==> config.mk <==
export PLATFORM = sky130hd
export DESIGN_NAME = uart_tx
export DESIGN_NICKNAME = d
export VERILOG_FILES = /design/src/rtl/uart_tx.sv
export SDC_FILE = /design/constraint.sdc
export NUM_CORES = 1
export LEC_CHECK = 0
export CAP_MARGIN = 10
export CORE_MARGIN = 5
export CORE_UTILIZATION = 61
export CTS_CLUSTER_DIAMETER = 100
export CTS_CLUSTER_SIZE = 16
export DETAILED_ROUTE_END_ITERATION = 8
export PLACE_DENSITY = 0.93
export RECOVER_POWER = 100
export SLEW_MARGIN = 0
export SYNTH_ARGS = -nofsm -noshare
export SYNTH_HDL_FRONTEND = slang
export SYNTH_SLANG_ARGS = --single-unit
==> constraint.sdc <==
create_clock -name clk -period 3.61 [get_ports clk]
set_input_delay 0.722 -clock clk [delete_from_list [all_inputs] [get_ports clk]]
set_output_delay 0.722 -clock clk [all_outputs]
set_load 0.005 [all_outputs]
==> src/rtl/uart_tx.sv <==
// 8N1 UART transmitter with a ready/valid byte input and a registered serial output.
// Define UART_TX_PARITY_EN to insert an even-parity bit between DATA and STOP.
module uart_tx #(
    parameter int BAUD_DIV = 868
) (
    input  logic       clk,
    input  logic       rst,
    input  logic [7:0] tx_data,
    input  logic       tx_valid,
    output logic       tx_ready,
    output logic       uart_txd,
    output logic       busy
);
    localparam int CW = $clog2(BAUD_DIV);
    localparam logic [CW-1:0] RELOAD = CW'(BAUD_DIV - 1);

    typedef enum logic [2:0] {
        IDLE,
        START,
        DATA,
`ifdef UART_TX_PARITY_EN
        PARITY,
`endif
        STOP
    } state_t;

    state_t          state;
    logic [CW-1:0]   cnt;
    logic [2:0]      idx;
    logic [7:0]      shreg;
`ifdef UART_TX_PARITY_EN
    logic            par;
`endif

    logic bit_end;
    assign bit_end = (cnt == '0);

    always_ff @(posedge clk or posedge rst) begin
        if (rst) begin
            state    <= IDLE;
            uart_txd <= 1'b1;
            tx_ready <= 1'b0;
            busy     <= 1'b0;
            cnt      <= '0;
            idx      <= '0;
            shreg    <= '0;
`ifdef UART_TX_PARITY_EN
            par      <= 1'b0;
`endif
        end else begin
            case (state)
                IDLE: begin
                    uart_txd <= 1'b1;
                    // ready comes up one edge after reset release, never combinationally
                    if (!tx_ready) begin
                        tx_ready <= 1'b1;
                    end else if (tx_valid) begin
                        state    <= START;
                        tx_ready <= 1'b0;
                        busy     <= 1'b1;
                        uart_txd <= 1'b0;
                        cnt      <= RELOAD;
                        shreg    <= tx_data;
`ifdef UART_TX_PARITY_EN
                        par      <= ^tx_data;
`endif
                    end
                end
                START: begin
                    if (bit_end) begin
                        state    <= DATA;
                        uart_txd <= shreg[0];
                        idx      <= '0;
                        cnt      <= RELOAD;
                    end else begin
                        cnt <= cnt - 1'b1;
                    end
                end
                DATA: begin
                    if (bit_end) begin
                        cnt <= RELOAD;
                        if (idx == 3'd7) begin
`ifdef UART_TX_PARITY_EN
                            state    <= PARITY;
                            uart_txd <= par;
`else
                            state    <= STOP;
                            uart_txd <= 1'b1;
`endif
                        end else begin
                            // shreg[0] is the bit on the line; next bit moves into place
                            idx      <= idx + 3'd1;
                            uart_txd <= shreg[1];
                            shreg    <= {1'b0, shreg[7:1]};
                        end
                    end else begin
                        cnt <= cnt - 1'b1;
                    end
                end
`ifdef UART_TX_PARITY_EN
                PARITY: begin
                    if (bit_end) begin
                        state    <= STOP;
                        uart_txd <= 1'b1;
                        cnt      <= RELOAD;
                    end else begin
                        cnt <= cnt - 1'b1;
                    end
                end
`endif
                STOP: begin
                    if (bit_end) begin
                        state    <= IDLE;
                        busy     <= 1'b0;
                        tx_ready <= 1'b1;
                    end else begin
                        cnt <= cnt - 1'b1;
                    end
                end
                default: begin
                    state    <= IDLE;
                    uart_txd <= 1'b1;
                    busy     <= 1'b0;
                    tx_ready <= 1'b0;
                end
            endcase
        end
    end
endmodule

# [Word level (Yosys, flattened, before mapping)]
# Index checks and enable logic that the tools add are counted.
[classes] add_sub_neg=2 eq_ne=12 n_mux=32 bitwise=2 reduce_logical=13
[ops] op="2-to-1 mux 10 bit" count=4
[ops] op="2-to-1 mux 8 bit" count=4
[ops] op="one-hot mux 10 bit (3 select lines)" count=1
[ops] op="2-to-1 mux 3 bit" count=8
[ops] op="!= test 2 bit, second input constant" count=8
[ops] op="one-hot mux 8 bit (2 select lines)" count=1
[ops] op="one-hot mux 3 bit (4 select lines)" count=1
[ops] op="AND reduction 4 bit" count=3
[ops] op="zero test 10 bit" count=1
[ops] op="subtractor 10 x 1 -> 10 bit, second input constant" count=1
[ops] op="2-to-1 mux 1 bit" count=9
[ops] op="== test 3 x 2 -> 1 bit, second input constant" count=2
[ops] op="one-hot mux 1 bit (3 select lines)" count=2
[ops] op="one-hot mux 3 bit (2 select lines)" count=1
[ops] op="AND reduction 6 bit" count=1
[ops] op="AND reduction 5 bit" count=1
[ops] op="one-hot mux 1 bit (4 select lines)" count=1
[ops] op="nonzero test 2 bit" count=2
[ops] op="adder 3 x 1 -> 3 bit, second input constant" count=1
[ops] op="== test 3 x 1 -> 1 bit, second input constant" count=1
[ops] op="== test 3 bit, second input constant" count=1
[ops] op="zero test 3 bit" count=1
[ops] op="AND reduction 3 bit" count=1
[ops] op="nonzero test 3 bit" count=1
[ops] op="3 further kinds" count=4
[word_totals] reg_bits=27 inputBits=11 elab_cells=68

# [Depth between registers and ports, before layout]
# Gate-level depths: netlist (run 1).
[logic_depth] ltp_word=4 mapped_depth=9

# [Least setup slack after synthesis (run 1)]
# Ideal clock, no wire load.
[synth_path] kind="reg-to-reg" from="register cnt[0]" to="register shreg[0]" setup_time_ps=80 t_arrival_ps=2220 t_required_ps=3530 path_slack_ps=1310 stages_incl_launch_ff=10 path_buffers=3 period_less_slack_ps=2300 path_cell_list="dfrtp_1 > inv_1 > ha_1 > or4b_1 > clkbuf_1 > or4_4 > buf_6 > or2_0 > buf_6 > o211ai_2"
[synth_between] elab_chain_len=3
[synth_rtl] item="start: declaration" line="28" text="logic [CW-1:0] cnt;"
[synth_rtl] item="start signal: assignment" line="76" text="cnt <= cnt - 1'b1;"
[synth_rtl] item="start signal: assignment" line="97" text="cnt <= cnt - 1'b1;"
[synth_rtl] item="start signal: assignment" line="117" text="cnt <= cnt - 1'b1;"
[synth_rtl] item="zero test 10 bit" line="36" text="assign bit_end = (cnt == '0);"
[synth_rtl] item="!= test 2 bit (no source line)"
[synth_rtl] item="AND reduction 5 bit (no source line)"
[synth_rtl] item="end signal: assignment" line="63" text="shreg <= tx_data;"
[synth_rtl] item="end signal: assignment" line="94" text="shreg <= {1'b0, shreg[7:1]};"
[synth_rtl] item="end: declaration" line="30" text="logic [7:0] shreg;"
# Every way passes these cells.
# A chain may end at the register's enable or synchronous reset.

# [Worst setup path after layout (run 1)]
[layout_path] from="register cnt[0]" to="register cnt[7]"
[layout_between] elab_chain_len=3 word_cells_on_any_way=7 classes_between="add/sub: 1; eq/ne: 1; mux: 3; reduce/logical: 2"
[layout_rtl] item="subtractor 10 x 1 -> 10 bit / zero test 10 bit (equally long branches)"
[layout_rtl] item="2-to-1 mux 10 bit, or another cell as far along" line="112" text="if (bit_end) begin"
[layout_rtl] item="one-hot mux 10 bit (3 select lines) / AND reduction 4 bit (equally long branches)"
# Several ways; a longest one is shown, not always the timed one. The select of a mux whose other input is x is not followed.

==> impl_metrics.py, run 1 <==
metrics = {
    "logic_synthesis": {
        "synthArstFlopShare_pct": 100,
        "synth_cell_types": 40,
        "synth_edf_count": 0,
        "post-synth-top-count-cell": "dfrtp_1",
        "synth_nets": 190,
        "synth_top_area_share_pct": 38.8,
        "synth-seq-area-share_pct": 40.5,
        "yosysWarnings": 0,
        "yosysTopAreaCell": "dfrtp_1",
        "synth_ff_type": "dfrtp_1",
        "synthTopCellsByCount": "25 x dfrtp_1, 14 x nand2_1, 12 x a21oi_1, 12 x inv_1",
        "netlist_top_cells_area": "dfrtp_1 39%, ha_1 6.2%, o211ai_2 4.7%, a21oi_1 3.7%, nand2_1 3.3%",
        "ys_seq_elements": 26,
        "synth_area_mm2": 0.00161,
        "netlist_instances": 171,
        "synth_area_per_cell_um2": 9.42,
    },
    "timing": {
        "finalSetupTns_ps": 0,
        "finalCritPeriodShare_pct": 79.7,
        "finalHoldViolCount": 0,
        "drv_slew": 0,
        "slew-limit-headroom_pct": 18.0,
        "fin_crit_ps": 2880,
        "finalSetupViolCount": 0,
        "finalClockSkew_ps": 5.60,
        "fmax_mhz": 347,
        "fin_ws_ps": 731,
        "hold_ws_ps": 546,
        "tightest_slew_ps": 1220,
        "rsz0062_at_grt": "false",
    },
    "detailed_routing": {
        "drt_drc_violations_left": 0,
        "detail-route-antenna-nets": 0,
        "first_iter_violations": 78,
        "wl_per_cell_um": 17.2,
        "via_per_inst": 6.77,
        "vias": 1408,
        "wl_um": 3570,
        "drt_pass1_iterations": 7,
    },
    "global_route": {
        "grt_overflow_total": 0,
        "antenna_found_initial": 0,
        "grt_max_degree": 27,
        "grt_pass1_vias": 1227,
        "grt_pass1_wl_um": 5800,
        "track_usage_pct": 20.4,
    },
    "floorplanning": {
        "core.rowCount": 18,
        "initial_core_util_pct": 64.5,
        "die_x_um": 61.4,
        "pin_count": 14,
        "dieArea_mm2": 0.00377,
        "core_area_mm2": 0.00250,
        "die_h_um": 61.4,
    },
    "clock_tree": {
        "clock_sinks": 26,
        "cts_setup_buffers": 0,
        "hold_buffers": 0,
        "htree_levels": 1,
        "cts_resized": 0,
        "cts.clk_slew.worst_paths_ps": 130,
        "cts_inserted_buffers": 3,
        "clk_latency_ps": 330,
        "clockBufferDepth": 2,
        "root_buffer": "clkbuf_4",
        "cts_tree": "built",
    },
    "job": {
        "drv_cap": 0,
    },
    "min_path": {
        "min_path_type": "reg -> reg",
    },
    "power_and_ir_drop": {
        "seqPwrFrac_pct": 35.1,
        "power.switching_uw": 738,
        "power_frac_comb_pct": 56.8,
        "p_leak_uw": 0.000735,
        "max-vdd-ir-drop_mv": 0.817,
        "intPower_uw": 890,
        "power_density_mw_per_mm2": 940,
        "clkPwrFrac_pct": 8.1,
        "p_sw_share_pct": 45.3,
    },
    "critical_path": {
        "cp_data_required_time_ps": 3850,
        "slowest_delay_ps": 1040,
        "crit_slowest_cell": "o311ai_0",
        "crit_path_cell_trace": "inv_1 > ha_1 > or4b_1 > o311ai_0 > o21ai_0 > a21o_1",
        "crit_type": "reg -> reg",
        "crit_path_start_kind": "flop",
        "cp.arrival_ps": 3110,
        "critPathCaptureType": "flop",
        "cp_max_fo": 8,
    },
    "finish": {
        "multiInputGateArea_um2": 833,
        "stdcell_area_mm2": 0.00173,
        "layout.nets": 198,
        "fill_cells": 192,
        "drive_above_1_share_pct": 6.74,
        "regArea_um2": 652,
        "final_util_pct": 69.3,
        "area_delta_synth_final_pct": 7.45,
        "insertedDiodeCount": 0,
    },
    "placement": {
        "gp_congestion": 0.880,
        "placed_area_mm2": 0.00173,
        "dp_hpwl_um": 2520,
        "place_ws_ps": 1150,
        "port_buffers": 13,
    },
    "outcome": {
        "status": "complete, no violations",
    },
}
-- layout by cell type (no fill, tap or decap), types with 2 or more instances in the layout --
cell	count
nor2_1	6
nor3b_1	3
o31ai_1	2
nor4_1	5
a22o_1	4
or4_1	3
inv_1	12
o211ai_2	2
a311oi_1	2
or2_2	2
clkdlybuf4s50_1	10
a211oi_1	3
a2bb2oi_1	2
nor3_1	5
dfrtp_1	25
clkbuf_4	3
o21ai_0	9
o22a_1	4
o211ai_1	4
a21oi_1	12
ha_1	8
nand2_1	14
mux2_2	2
a21o_1	3
a22oi_1	6
dlygate4sd3_1	3
nand3_1	9
-- state kept, by name, summed over array words and instances (netlist names) --
register,cells
shreg,8
cnt,10
tx_ready,1
uart_txd,1
busy,1
state,2
idx,3
-- power by group through the flow --
stage | Clock, uW | Sequential, uW | Combinational, uW
after floorplan | 0 | 529 | 756
after global placement | 0 | 561 | 899
after detailed placement | 0 | 573 | 938
after CTS | 134 | 568 | 944
after global routing | 150 | 587 | 1020
final | 132 | 571 | 925
-- path summary, 6_finish.rpt --
kind | from | end | slack [ps] | depth (start not counted)
hold / removal | shreg[6]$_DFFE_PP0P_ | shreg[6]$_DFFE_PP0P_ | 550 | 1
setup / recovery | cnt[0]$_DFFE_PP0P_ | cnt[7]$_DFFE_PP0P_ | 730 | 6
hold reg to reg | shreg[6]$_DFFE_PP0P_ | shreg[6]$_DFFE_PP0P_ | 550 | 1
setup reg to reg | cnt[0]$_DFFE_PP0P_ | cnt[7]$_DFFE_PP0P_ | 730 | 6
min in group asynchronous | rst | idx[0]$_DFFE_PP0P_ | 1030 | 2
max in group asynchronous | rst | tx_ready$_DFFE_PP0P_ | 2000 | 2
-- per-layer routing --
| layer | up-vias | wire length (um) | track usage [%] |
|---|---|---|---|
| met4 | 0 | 37 | 6.06 |
| li1 | 658 | - | - |
| met1 | 672 | 1570 | 29.3 |
| met2 | 73 | 1700 | 31.9 |
| met5 | - | 0 | 0 |
| met3 | 5 | 265 | 2.94 |
-- through the flow --
stage	cells	power, uW
floorplan	171	1290
global placement	204	1460
detailed placement	204	1510
CTS	208	1650
global route	208	1760
finish	208	1630
-- critical path, delay by kind of cell (launching register included) --
family / cells / cell delay (ps)
AND/OR/NAND/NOR: 1 / 560
buffers and inverters: 1 / 100
flip-flops: 1 / 450
adder cells (fa/ha/maj): 1 / 130
AO/OA/AOI/OAI: 3 / 1550
-- kinds of logic (layout without fill, tap and decap cells) --
| family | Yosys count | in the layout | synth area share, % |
|---|---|---|---|
| buf+inv | 23 | 30 | 6.37 |
| flops | 26 | 26 | 40.5 |
| mux | 2 | 2 | 1.40 |
| compound gates | 61 | 61 | 29.0 |
| simple gates | 51 | 51 | 16.5 |
| fa+ha+maj | 8 | 8 | 6.21 |
-- area by class of cell --
cell class                 instances  area share [%]
sequential                        26            37.6
tap                               30            2.17
multi-input combinational        122            48.1
timing repair buffer              14            7.95
inverter                          12            2.60
clock buffer                       4            1.52
Power figures use the tool's default switching activity.
==> run 2: changes to the inputs <==
--- a/config.mk
+++ b/config.mk
@@ -7,11 +7,11 @@
 export LEC_CHECK = 0
 export CAP_MARGIN = 10
 export CORE_MARGIN = 5
-export CORE_UTILIZATION = 61
+export CORE_UTILIZATION = 57
 export CTS_CLUSTER_DIAMETER = 100
 export CTS_CLUSTER_SIZE = 16
 export DETAILED_ROUTE_END_ITERATION = 8
-export PLACE_DENSITY = 0.93
+export PLACE_DENSITY = 0.88
 export RECOVER_POWER = 100
 export SLEW_MARGIN = 0
 export SYNTH_ARGS = -nofsm -noshare
==> constraint.sdc (replaced) <==
create_clock -name clk -period 2.9 [get_ports clk]
set_input_delay 0.58 -clock clk [delete_from_list [all_inputs] [get_ports clk]]
set_output_delay 0.58 -clock clk [all_outputs]
set_load 0.005 [all_outputs]
==> impl_metrics.py, run 2 (same netlist as run 1, synthesis figures left out) <==
metrics = {
    "timing": {
        "fin_ws_ps": 285,
        "finalSetupTns_ps": 0,
        "tightest_slew_ps": 1410,
        "slew-limit-headroom_pct": 6.02,
        "finalClockSkew_ps": 8.54,
        "drv_slew": 0,
        "finalHoldViolCount": 0,
        "fmax_mhz": 382,
        "finalSetupViolCount": 0,
        "rsz0062_at_grt": "false",
        "fin_crit_ps": 2620,
        "finalCritPeriodShare_pct": 90.2,
    },
    "detailed_routing": {
        "wl_um": 3660,
        "wl_per_cell_um": 17.3,
        "first_iter_violations": 109,
        "via_per_inst": 6.75,
        "vias": 1432,
        "drt_drc_violations_left": 0,
        "drt_pass1_iterations": 4,
        "detail-route-antenna-nets": 0,
    },
    "finish": {
        "regArea_um2": 652,
        "stdcell_count": 212,
        "drive_above_1_share_pct": 9.94,
        "area_delta_synth_final_pct": 10.3,
        "final_cell_mix": "25 x dfrtp_1, 14 x nand2_1, 12 x inv_1, 12 x a21oi_1, 10 x clkdlybuf4s50_1",
        "layout.nets": 201,
        "multiInputGateArea_um2": 853,
        "top_register": "cnt",
        "final_common_cell": "dfrtp_1",
        "insertedDiodeCount": 0,
        "fill_cells": 216,
        "reg.largest.list": "cnt: 10 flops, shreg: 8 flops, idx: 3 flops",
        "largest_reg_flops": 10,
    },
    "placement": {
        "place_ws_ps": 426,
        "gp_congestion": 0.900,
        "port_buffers": 13,
        "dp_hpwl_um": 2680,
        "post-place-cells": 208,
    },
    "global_route": {
        "grt_overflow_total": 0,
        "grt_pass1_wl_um": 6130,
        "track_usage_pct": 18.6,
        "grt_max_degree": 27,
        "antenna_found_initial": 0,
        "grt_pass1_vias": 1384,
    },
    "clock_tree": {
        "root_buffer": "clkbuf_4",
        "cts_tree": "built",
        "clock_sinks": 26,
        "cts_resized": 0,
        "clk_latency_ps": 340,
        "htree_levels": 1,
        "cts_setup_buffers": 0,
        "hold_buffers": 0,
        "cts_inserted_buffers": 3,
        "clockBufferDepth": 2,
        "cts.clk_slew.worst_paths_ps": 140,
    },
    "min_path": {
        "min_path_type": "reg -> reg",
    },
    "critical_path": {
        "critPathCaptureType": "flop",
        "cp.arrival_ps": 2890,
        "cp_max_fo": 10,
        "crit_path_cell_trace": "inv_1 > ha_1 > or4b_1 > or4_1 > or2_0 > o211ai_2",
        "cp_top_family": "simple AND/OR/NAND/NOR gates",
        "crit_type": "reg -> reg",
        "slowest_delay_ps": 620,
        "cp_data_required_time_ps": 3170,
        "crit_slowest_cell": "or4_1",
        "cp_num_buf_inv": 1,
        "crit_path_start_kind": "flop",
    },
    "floorplanning": {
        "initial_core_util_pct": 58.9,
        "die_x_um": 63.2,
        "pin_count": 14,
        "core.rowCount": 19,
        "dieArea_mm2": 0.00399,
        "core_area_mm2": 0.00273,
        "die_h_um": 63.2,
    },
    "outcome": {
        "status": "complete, no violations",
    },
    "job": {
        "drv_cap": 0,
    },
    "power_and_ir_drop": {
        "max-vdd-ir-drop_mv": 0.982,
        "power_density_mw_per_mm2": 1180,
        "p_leak_uw": 0.000764,
    },
}
## run 2: cell types whose count changed in the layout (fill, tap and decap cells not counted), sizes merged
cell,change
buf,+1
clkbuf,+2
## run 2: path summary, 6_finish.rpt
path                                           start                   end  slack, ps  cells past startpoint
worst max-delay path              cnt[0]$_DFFE_PP0P_  shreg[3]$_DFFE_PP0P_        280                      6
worst min-delay path            shreg[6]$_DFFE_PP0P_  shreg[6]$_DFFE_PP0P_        540                      1
worst max register to register    cnt[0]$_DFFE_PP0P_  shreg[3]$_DFFE_PP0P_        280                      6
worst min register to register  shreg[6]$_DFFE_PP0P_  shreg[6]$_DFFE_PP0P_        540                      1
max in group asynchronous                        rst    cnt[9]$_DFFE_PP0P_        940                      3
min in group asynchronous                        rst  shreg[7]$_DFFE_PP0P_       1130                      3
## run 2: worst register-to-register path: stages (launching register included)
cell      delay, ps
dfrtp_1         450
inv_1           110
ha_1            140
or4b_1          560
or4_1           620
or2_0           440
o211ai_2        240
## run 2: cell type report
| type | instances | share of cell area, % |
|---|---|---|
| clock buffer | 4 | 2.04 |
| inverter | 12 | 2.53 |
| multi-input combinational | 122 | 48.0 |
| sequential | 26 | 36.7 |
| tap | 31 | 2.18 |
| timing repair buffer | 17 | 8.59 |
## run 2: stage by stage
stage	util, %	instance area [um2]	hold WS (ps)	power (uW)
global route	65.0	1780	574	2260
CTS	65.4	1790	543	2110
detailed placement	64.1	1750	512	1920
finish	65.0	1780	542	2090
global placement	64.1	1750	480	1850
floorplan	-	1610	460	1600
## run 2: where the power goes
group | total (uW) | switching [uW] | internal (uW)
Clock | 189 | 112 | 77.1
Sequential | 711 | 175 | 536
Combinational | 1200 | 657 | 539
## run 2: routing by layer
layer | up-vias | track usage [%] | part of all wire [%]
met5 | - | 0 | 0
met4 | 0 | 8.05 | 1.9
met3 | 11 | 3.91 | 5.9
met2 | 56 | 31.9 | 50
met1 | 700 | 22.2 | 42
li1 | 665 | - | -
==> run 3: changes to the inputs <==
--- a/config.mk
+++ b/config.mk
@@ -7,11 +7,11 @@
 export LEC_CHECK = 0
 export CAP_MARGIN = 10
 export CORE_MARGIN = 5
-export CORE_UTILIZATION = 57
+export CORE_UTILIZATION = 25
 export CTS_CLUSTER_DIAMETER = 100
 export CTS_CLUSTER_SIZE = 16
 export DETAILED_ROUTE_END_ITERATION = 8
-export PLACE_DENSITY = 0.88
+export PLACE_DENSITY = 0.5
 export RECOVER_POWER = 100
 export SLEW_MARGIN = 0
 export SYNTH_ARGS = -nofsm -noshare
==> impl_metrics.py, run 3 (same netlist as run 1, synthesis figures left out) <==
metrics = {
    "timing": {
        "finalCritPeriodShare_pct": 85.8,
        "rsz0062_at_grt": "false",
        "finalClockSkew_ps": 4.84,
        "fin_crit_ps": 2490,
        "fmax_mhz": 402,
        "drv_slew": 0,
        "finalSetupViolCount": 0,
        "finalSetupTns_ps": 0,
        "tightest_slew_ps": 1490,
        "slew-limit-headroom_pct": 0.526,
        "finalHoldViolCount": 0,
        "fin_ws_ps": 413,
    },
    "finish": {
        "stdcell_area_mm2": 0.00185,
        "layout.nets": 202,
        "top_register": "cnt",
        "stdcell_count": 259,
        "multiInputGateArea_um2": 847,
        "final_common_cell": "dfrtp_1",
        "reg.largest.list": "cnt: 10 flops, shreg: 8 flops, idx: 3 flops",
        "final_cell_mix": "25 x dfrtp_1, 14 x nand2_1, 12 x inv_1, 12 x a21oi_1",
        "area_delta_synth_final_pct": 14.5,
        "largest_reg_flops": 10,
        "drive_above_1_share_pct": 9.34,
        "regArea_um2": 652,
        "fill_cells": 679,
        "insertedDiodeCount": 0,
    },
    "placement": {
        "port_buffers": 13,
        "place_ws_ps": 432,
        "post-place-cells": 255,
        "gp_congestion": 0.805,
        "dp_hpwl_um": 2710,
        "placed_area_mm2": 0.00182,
    },
    "detailed_routing": {
        "wl_um": 3750,
        "wl_per_cell_um": 14.5,
        "detail-route-antenna-nets": 0,
        "vias": 1320,
        "first_iter_violations": 53,
        "drt_pass1_iterations": 4,
        "via_per_inst": 5.10,
        "drt_drc_violations_left": 0,
    },
    "clock_tree": {
        "cts_tree": "built",
        "clock_sinks": 26,
        "clockBufferDepth": 2,
        "cts.clk_slew.worst_paths_ps": 90,
        "cts_inserted_buffers": 3,
        "cts_setup_buffers": 0,
        "root_buffer": "clkbuf_8",
        "cts_resized": 0,
        "htree_levels": 1,
        "hold_buffers": 0,
        "clk_latency_ps": 270,
    },
    "critical_path": {
        "cp_data_required_time_ps": 3090,
        "cp_max_fo": 10,
        "critPathCaptureType": "flop",
        "cp.arrival_ps": 2670,
        "crit_type": "reg -> reg",
        "crit_path_start_kind": "flop",
    },
    "power_and_ir_drop": {
        "power_uw": 2090,
        "power_density_mw_per_mm2": 1130,
        "intPower_uw": 1170,
        "power.switching_uw": 920,
        "p_sw_share_pct": 44.0,
        "seqPwrFrac_pct": 33.4,
        "clkPwrFrac_pct": 10.1,
        "p_leak_uw": 0.000766,
        "max-vdd-ir-drop_mv": 0.471,
        "power_frac_comb_pct": 56.5,
    },
    "floorplanning": {
        "pin_count": 14,
        "die_x_um": 90.3,
        "core_area_mm2": 0.00631,
        "dieArea_mm2": 0.00815,
        "initial_core_util_pct": 25.5,
        "die_h_um": 90.3,
        "core.rowCount": 29,
    },
    "global_route": {
        "grtUsageMet1_pct": 11.8,
        "grt_pass1_wl_um": 6410,
        "grt_overflow_total": 0,
        "grt_max_degree": 27,
        "gr-usage-met3_pct": 1.75,
        "antenna_found_initial": 0,
        "grtUsageMet2_pct": 16.2,
        "top_usage_layer": "met2",
        "track_usage_pct": 9.43,
        "grt_pass1_vias": 1351,
    },
    "min_path": {
        "min_path_type": "reg -> reg",
    },
    "outcome": {
        "status": "complete, no violations",
    },
    "job": {
        "drv_cap": 0,
    },
}
==> run 3: metrics by stage <==
stage	util, %	hold WS (ps)
floorplan	-	460
global placement	28.8	485
detailed placement	28.8	492
CTS	29.5	520
global route	29.2	552
finish	29.2	515
==> run 3: cell type report <==
type / count / share of cell area [%]
flip-flops and latches: 26 / 35.3
repair buffers: 18 / 8.68
inverters: 12 / 2.44
multi-input cells: 122 / 45.9
well taps: 77 / 5.22
clock buffers: 4 / 2.44
==> run 3: power groups by stage <==
stage / clock, uW / combinational, uW / sequential, uW
6_report: 211 / 1180 / 700
5_1_grt: 238 / 1330 / 724
4_1_cts: 225 / 1240 / 697
3_5_place_dp: 0 / 1240 / 701
3_3_place_gp: 0 / 1240 / 709
2_1_floorplan: 0 / 941 / 659
==> run 3: worst paths after layout <==
kind | startpoint | cells after the start | endpoint | slack, ps
min in group asynchronous | rst | 3 | idx[2]$_DFFE_PP0P_ | 1260
max in group asynchronous | rst | 3 | cnt[9]$_DFFE_PP0P_ | 780
worst min register to register | shreg[6]$_DFFE_PP0P_ | 1 | shreg[6]$_DFFE_PP0P_ | 520
worst max-delay path | cnt[0]$_DFFE_PP0P_ | 6 | shreg[2]$_DFFE_PP0P_ | 410
worst max register to register | cnt[0]$_DFFE_PP0P_ | 6 | shreg[2]$_DFFE_PP0P_ | 410
worst min-delay path | shreg[6]$_DFFE_PP0P_ | 1 | shreg[6]$_DFFE_PP0P_ | 520
==> run 3: layer usage <==
layer	part of all wire, %	routed length, um	up-vias
met5	0	0	-
met3	1.7	65	2
met1	48	1810	637
li1	-	-	669
met2	49	1820	12
met4	1.3	48	0
==> run 3: critical path: stages (launching register included) <==
cell      delay [ps]
dfrtp_1          430
inv_1            100
ha_1             130
or4b_1           560
or4_4            540
or2_0            390
o211ai_1         250
